==> config.mk <==
export PLATFORM = sky130hd
export DESIGN_NAME = noc_out_port
export DESIGN_NICKNAME = d
export VERILOG_FILES = /design/src/rtl/noc_out_port_pkg.sv /design/src/rtl/noc_xy_route.sv /design/src/rtl/noc_out_port.sv
export SDC_FILE = /design/constraint.sdc
export NUM_CORES = 1
export LEC_CHECK = 0
export ABC_AREA = 1
export BUFFER_PORTS_ARGS = -buffer_cell sky130_fd_sc_hd__buf_2
export CAP_MARGIN = 10
export CORE_UTILIZATION = 45
export CTS_BUF_LIST = sky130_fd_sc_hd__clkbuf_2 sky130_fd_sc_hd__clkbuf_4 sky130_fd_sc_hd__clkbuf_8
export CTS_CLUSTER_SIZE = 28
export DETAILED_ROUTE_END_ITERATION = 10
export PLACE_DENSITY = 0.77
export SLEW_MARGIN = 25
export SYNTH_ARGS = -nofsm -noshare
export SYNTH_HDL_FRONTEND = slang
export SYNTH_SLANG_ARGS = --single-unit
==> constraint.sdc <==
create_clock -name clk -period 2.6 [get_ports clk]
set_clock_uncertainty 0.2 [all_clocks]
set_input_delay 0.13 -clock clk [delete_from_list [all_inputs] [get_ports clk]]
set_output_delay 0.13 -clock clk [all_outputs]
set_load 0.005 [all_outputs]
==> src/rtl/noc_out_port_pkg.sv <==
// rtl/noc_out_port_pkg.sv - shared router definitions: direction indices, port FSM states, flit field offsets
package noc_out_port_pkg;

  localparam logic [2:0] DIR_W = 3'd0;
  localparam logic [2:0] DIR_S = 3'd1;
  localparam logic [2:0] DIR_E = 3'd2;
  localparam logic [2:0] DIR_N = 3'd3;
  localparam logic [2:0] DIR_L = 3'd4;
  localparam int NUM_DIRS = 5;

  localparam int FLIT_TAIL_BIT = 4;

  typedef enum logic [2:0] {
    ST_IDLE = 3'd0,
    ST_READ = 3'd1,
    ST_LOAD = 3'd2,
    ST_REQ  = 3'd3,
    ST_ACK  = 3'd4
  } port_state_t;

  // Destination X sits at the bottom of the flit, destination Y directly above it.
  function automatic int dest_y_lsb(input int coord_w);
    return coord_w;
  endfunction

endpackage

==> src/rtl/noc_xy_route.sv <==
// rtl/noc_xy_route.sv - dimension-ordered XY route: resolve X first, then Y, else deliver locally
module noc_xy_route
  import noc_out_port_pkg::*;
#(
  parameter int COORD_W = 1,
  parameter int X_COORD = 0,
  parameter int Y_COORD = 0
) (
  input  logic [COORD_W-1:0] dest_x,
  input  logic [COORD_W-1:0] dest_y,
  output logic [2:0]         dir
);

  localparam logic [COORD_W-1:0] MY_X = COORD_W'(X_COORD);
  localparam logic [COORD_W-1:0] MY_Y = COORD_W'(Y_COORD);

  always_comb begin
    dir = DIR_L;
    if (dest_x > MY_X)      dir = DIR_E;
    else if (dest_x < MY_X) dir = DIR_W;
    else if (dest_y > MY_Y) dir = DIR_N;
    else if (dest_y < MY_Y) dir = DIR_S;
  end

endmodule

==> src/rtl/noc_out_port.sv <==
// rtl/noc_out_port.sv - router output stage: pops FIFO flits and delivers them over 4-phase req/ack
module noc_out_port
  import noc_out_port_pkg::*;
#(
  parameter int DATA_WIDTH = 37,
  parameter int COORD_W    = 1,
  parameter int X_COORD    = 0,
  parameter int Y_COORD    = 0,
  parameter int TAIL_BIT   = FLIT_TAIL_BIT
) (
  input  logic                  clk,
  input  logic                  reset,
  input  logic [DATA_WIDTH-1:0] fifo_q,
  input  logic                  fifo_empty,
  output logic                  fifo_rdreq,
  output logic [DATA_WIDTH-1:0] data_out,
  output logic                  Outr_L,
  output logic                  Outr_N,
  output logic                  Outr_E,
  output logic                  Outr_S,
  output logic                  Outr_W,
  input  logic                  Outw_L,
  input  logic                  Outw_N,
  input  logic                  Outw_E,
  input  logic                  Outw_S,
  input  logic                  Outw_W
);

  localparam int DY_LSB = dest_y_lsb(COORD_W);

  port_state_t           state_q, state_d;
  logic                  rdreq_q, rdreq_d;
  logic [DATA_WIDTH-1:0] data_q, data_d;
  logic [NUM_DIRS-1:0]   outr_q, outr_d;
  logic [2:0]            dir_q, dir_d;
  logic                  locked_q, locked_d;
  logic                  tail_q, tail_d;
  logic [2:0]            route_dir;
  logic [2:0]            dir_use;
  logic [NUM_DIRS-1:0]   outw_vec;

  assign outw_vec = {Outw_L, Outw_N, Outw_E, Outw_S, Outw_W};

  noc_xy_route #(
    .COORD_W (COORD_W),
    .X_COORD (X_COORD),
    .Y_COORD (Y_COORD)
  ) u_route (
    .dest_x (fifo_q[COORD_W-1:0]),
    .dest_y (fifo_q[DY_LSB +: COORD_W]),
    .dir    (route_dir)
  );

  // Body and tail flits follow the head's direction; their address bits are payload.
  assign dir_use = locked_q ? dir_q : route_dir;

  always_comb begin
    state_d  = state_q;
    rdreq_d  = 1'b0;
    data_d   = data_q;
    outr_d   = outr_q;
    dir_d    = dir_q;
    locked_d = locked_q;
    tail_d   = tail_q;
    case (state_q)
      ST_IDLE: begin
        if (!fifo_empty) begin
          rdreq_d = 1'b1;
          state_d = ST_READ;
        end
      end
      ST_READ: state_d = ST_LOAD;
      ST_LOAD: begin
        data_d   = fifo_q;
        tail_d   = fifo_q[TAIL_BIT];
        dir_d    = dir_use;
        locked_d = 1'b1;
        outr_d   = NUM_DIRS'(1) << dir_use;
        state_d  = ST_REQ;
      end
      ST_REQ: begin
        if (outw_vec[dir_q]) begin
          outr_d  = '0;
          state_d = ST_ACK;
        end
      end
      ST_ACK: begin
        if (!outw_vec[dir_q]) begin
          if (tail_q) locked_d = 1'b0;
          state_d = ST_IDLE;
        end
      end
      default: state_d = ST_IDLE;
    endcase
  end

  always_ff @(posedge clk) begin
    if (!reset) begin
      state_q  <= ST_IDLE;
      rdreq_q  <= 1'b0;
      data_q   <= '0;
      outr_q   <= '0;
      dir_q    <= DIR_W;
      locked_q <= 1'b0;
      tail_q   <= 1'b0;
    end else begin
      state_q  <= state_d;
      rdreq_q  <= rdreq_d;
      data_q   <= data_d;
      outr_q   <= outr_d;
      dir_q    <= dir_d;
      locked_q <= locked_d;
      tail_q   <= tail_d;
    end
  end

  assign fifo_rdreq = rdreq_q;
  assign data_out   = data_q;
  assign Outr_W     = outr_q[DIR_W];
  assign Outr_S     = outr_q[DIR_S];
  assign Outr_E     = outr_q[DIR_E];
  assign Outr_N     = outr_q[DIR_N];
  assign Outr_L     = outr_q[DIR_L];

endmodule

Word level (Yosys, flattened, before mapping)

Cells that the tools add are included.

Reduce and logical (&&, ||, !) cells: 7
$mul: 0
Divide/modulo/power cells: 0
$lt $le $gt $ge: 5
Eq/ne operators: 8
Add/sub/neg operators: 0
Muxes and demuxes: 17
Bitwise logic cells: 0
Shift operators: 1

Operator list:

| cell                  | number |
|---|---|
| $mux W3               | 8 |
| $pmux W3 S5           | 1 |
| $pmux W5 S2           | 1 |
| $ne A2 B2 Y1 const B  | 4 |
| $eq A3 B2 Y1 const B  | 2 |
| $reduce_and A3 Y1     | 2 |
| $mux W5               | 1 |
| $shl A1 B3 Y5 const A | 1 |
| $lt A3 B4 Y1 const B  | 1 |
| $mux W1               | 4 |
| $reduce_and A2 Y1     | 2 |
| $reduce_bool A2 Y1    | 2 |
| $bmux W1 S3           | 1 |
| $eq A3 B1 Y1 const B  | 1 |
| $eq A3 B3 Y1 const B  | 1 |
| $logic_not A3 Y1      | 1 |
| $gt A1 B1 Y1 const B  | 2 |
| $lt A1 B1 Y1 const B  | 2 |
| $pmux W1 S2           | 1 |

Word-level logic and storage cells: 45
Memories: 0
Bits of input ports: 45
Flip-flop bits (word level): 51
Memory bits (writable): 0
Bits in read-only memories: 0
Output and inout port bits: 43
Latch bits: 0

Longest topological paths before layout

Depth after elaboration: 8
Mapped depth: 11
Mapped depth without buffers: 11

Modules after synthesis

A second synthesis with hierarchy kept.

Cell total of the unflattened synthesis: 264
Area total of the unflattened synthesis: 2016.9 µm²

By module, submodules not included:

| module       | cells an instance | instances | sequential area each (µm²) | area an instance (µm²) |
|---|---|---|---|---|
| noc_out_port | 259               | 1         | 1001.0                     | 1998.2 |
| noc_xy_route | 5                 | 1         | 0.0                        | 18.8 |

Worst setup path before layout

No wires, ideal clock.

Path type: reg-to-reg
From: reg state_q[2]
To: reg data_q[28], in the netlist data_out[28]
Path buffers: 2
Slack: 1297 ps
Library setup time: 116 ps
Arrival: 987 ps
Cell stages (with the launch flop): 7
Period minus slack after synthesis: 1303 ps
Cell sequence: dfxtp_1 > nor2_1 > nand2_2 > buf_6 > buf_2 > o21ai_0 > nor2_1

Longest elaborated chain between the ends: 1

Ends and longest elaborated chain:

| element                  | RTL line            | source |
|---|---|---|
| start: declaration       | noc_out_port.sv:31  | `port_state_t state_q, state_d;` |
| start signal: assignment | noc_out_port.sv:107 | `state_q <= state_d;` |
| $eq A3 B2 Y1             | noc_out_port.sv:65  | `case (state_q)` |
| end signal: assignment   | noc_out_port.sv:109 | `data_q <= data_d;` |
| end: declaration         | noc_out_port.sv:33  | `logic [DATA_WIDTH-1:0] data_q, data_d;` |

No other way between the ends.
A chain may end at the register's enable or synchronous reset.

Final worst setup path

From: reg state_q[2]
To: reg outr_q[4]

Longest elaborated chain between the ends: 3
Elaborated cells on any way between the ends: 6
Those cells by class: eq/ne (3); mux (1); reduce/logical (2)

Ends and longest elaborated chain:

| element                                                      | RTL line            | source |
|---|---|---|
| $eq A3 B2 Y1                                                 | noc_out_port.sv:65  |  |
| $ne A2 B2 Y1 (no line) or $reduce_bool A2 Y1 (tied branches) | n/a                 |  |
| $reduce_and A2 Y1 (no line)                                  | n/a                 |  |
| end signal: assignment                                       | noc_out_port.sv:110 | `outr_q <= outr_d;` |
| end: declaration                                             | noc_out_port.sv:34  | `logic [NUM_DIRS-1:0] outr_q, outr_d;` |

Several ways; a longest one is shown, not always the timed one.

==> key figures <==
Status
  – Status: complete, no violations

Drt
  – Vias: 2026
  – First-pass DRT Iterations: 4
  – Vias per inst: between 4 and 5
  – DRC Markers: 0
  – Final ANT Viol Nets: 0
  – DRT iter0 DRCs: 128
  – Routed wire per std cell: roughly 12 um
  – WL final: 5098 um

CTS
  – Skew-Pair Late Insertion Delay: 0.29 ns
  – Num CTS Buffers: 5
  – Clk root buf: clkbuf_8
  – Sink Count: 50
  – CTS clk-pin slew, worst paths: 0.09 ns
  – Post-cts sizing count: 0
  – Max clock buf depth: 2
  – H-tree depth: 2
  – CTS tree: built

Critical path
  – Crit-path max FO: 42
  – CP Launch Type: flip-flop
  – CP peak stage delay: approximately 0.5 ns
  – Critical path data arrival time: approximately 1.6 ns
  – Critical path cell sequence: nor2_1 > nand2_2 > inv_2 > nand3_1 > a21oi_1
  – Critical path capture point type: flip-flop
  – CP max-delay cell: inv_2
  – WS Path Type: reg -> reg
  – Critical path required time: ~2.6 ns

Floorplan
  – Die area: around 0.0046 mm2
  – Core Area: between 0.004 and 0.005 mm2
  – Initial Util: 47.70%
  – Die X-Extent: approximately 68 um
  – Io pins: 88
  – Die span in y: 67.59 um
  – Cell row count: 23

Timing
  – Crit path time final: roughly 1.6 ns
  – Final count of negative-setup-slack endpoints: 0
  – Tightest Pin Transition: 0.6611 ns
  – Final WS setup: a little under 1 ns
  – Final Cycle Share: around 62%
  – Relative slew slack: roughly 56%
  – Setup TNS Final: 0 ns
  – Final Slew Violations: 0
  – RSZ-0062 raised after global routing: false
  – Max Clk Rate: ~620 MHz
  – Final Hold Fails: 0

Yosys
  – Synthesized instance count: ~260
  – Ys Warns: 0
  – #FFs+latches synth: 50
  – Sequential fraction of the synthesis area: roughly half
  – Post-Syn Area: roughly 0.0019 mm2
  – Syn_nets: about 300
  – Mean post-synth cell area: approximately 7.6 um2
  – Distinct cells, synth: 27

Place
  – PortBufs: 87
  – Gpl congestion: 0.7811
  – Dpl hpwl: around 3000 um
  – Placed cells: approximately 380
  – Worst slack, placed: 0.9891 ns

Power and ir drop
  – Max IR drop VDD: 0.3923 mV
  – Static leakage: 0.001380 uW
  – PwrDens: 635.9 mW/mm2
  – Pwr Total: 1814 uW

Cells and area
  – Antenna cells: 0
  – Area delta synth->final: 47.38%
  – Share of layout cells above drive strength 1: approximately 28%
  – Most frequent cells in the layout: buf_2, nor2_1, dfxtp_1, o21ai_0, dlygate4sd3_1
  – Post-route insts no fill: between 400 and 500
  – Most common cell after layout, fill and taps aside: buf_2
  – Total Nets Final: approximately 420

Global routing
  – GRT Residual Overflow: 0
  – Vias in the first global route: ~1900
  – All-Layer GR Usage: between 20% and 30%
  – First-pass GRT wire length: roughly 7800 um
  – Initial antenna violation count: 0
  – Maximum number of pins on one net before global-route repair: just under 50

Flow run
  – Max cap viols: 0

Hold path
  – Hold Crit Class: in -> reg
[per-layer routing]
layer	up-vias	GRT usage [%]	wire [um]
met5	-	0	0
met3	4	5.912	223
met4	0	10.11	55
met1	906	24.33	2228
li1	1055	-	-
met2	61	41.96	2590
[state kept, by name (all words and copies together) (netlist names)]
register    flops
data_out       37
fifo_rdreq      1
locked_q        1
dir_q           3
outr_q          5
state_q         3
[cell families (layout without fill, tap and decap cells)]
group | count (synthesis) | after routing | share of synthesized area [%]
compound gates | 55 | 55 | 15.00
buf+inv | 32 | 152 | 7.821
flops | 50 | 50 | 51.71
simple gates | 119 | 119 | 25.47
[repair_timing]
action,4_1_cts,5_1_grt
hold buffers,38,0
hold endpoints to repair,39,0
buffers inserted,0,0
[power breakdown]
group,internal (uW),switching [uW],total [uW],leakage (uW)
Combinational,190,204,394,0.000917
Clock,283,243,526,0.0000542
Sequential,848,45.5,894,0.000409
[path summary, 6_finish.rpt]
path              depth (start not counted)                      start  slack (ns)                        end
setup / recovery                          5    state_q[2]$_SDFFE_PN0P_        0.99     outr_q[4]$_SDFFE_PN0P_
hold / removal                            3                      reset        0.02  data_out[33]$_SDFFE_PN0N_
setup reg to reg                          5    state_q[2]$_SDFFE_PN0P_        0.99     outr_q[4]$_SDFFE_PN0P_
hold reg to reg                           2  data_out[20]$_SDFFE_PN0N_        0.28  data_out[20]$_SDFFE_PN0N_
[through the flow]
stage	cell area (um2)	hold WS (ns)	utilization (%)
3_5_place_dp	2365	0.1163	58.28
5_1_grt	2853	0.02091	70.31
3_3_place_gp	2365	0.1163	58.28
6_report	2853	0.02032	70.31
2_1_floorplan	1936	0.006368	-
4_1_cts	2853	0.0007215	70.31
[worst max-delay path: cells and delay by family, from the launching register on]
| family | cells | cell delay (ns) |
|---|---|---|
| AND/OR/NAND/NOR | 3 | 0.35 |
| flip-flops | 1 | 0.35 |
| AO/OA/AOI/OAI | 1 | 0.16 |
| buffers and inverters | 1 | 0.49 |
[cells in the mapped netlist]
cell / instances / area (um2)
a211o_1: 1 / 8.760
a211oi_1: 2 / 15.01
a21boi_1: 1 / 7.510
a21oi_1: 7 / 35.03
a31oi_1: 1 / 6.260
buf_2: 4 / 20.02
buf_4: 2 / 15.01
buf_6: 2 / 22.52
clkbuf_1: 5 / 18.77
clkbuf_4: 1 / 7.510
clkinv_1: 1 / 3.750
dfxtp_1: 50 / 1001
inv_1: 12 / 45.04
inv_2: 5 / 18.77
nand2_1: 15 / 56.30
nand2_2: 3 / 18.77
nand2_4: 1 / 11.26
nand3_1: 12 / 60.06
nand3b_1: 2 / 15.01
nand4_1: 1 / 6.260
nor2_1: 82 / 307.8
nor3_1: 1 / 5.000
nor4_1: 1 / 6.260
o21a_1: 1 / 7.510
o21ai_0: 38 / 190.2
o21ai_1: 4 / 20.02
or2_2: 1 / 6.260
[cell type report]
| type | count | area, um2 |
|---|---|---|
| Clock buffer | 5 | 68.82 |
| Clock inverter | 2 | 38.79 |
| Fill cell | 331 | 1205 |
| Inverter | 18 | 67.56 |
| Multi-Input combinational cell | 174 | 783.3 |
| Sequential cell | 50 | 1001 |
| Tap cell | 50 | 62.56 |
| Timing Repair Buffer | 127 | 830.8 |
(Power assumes the default switching activity.)
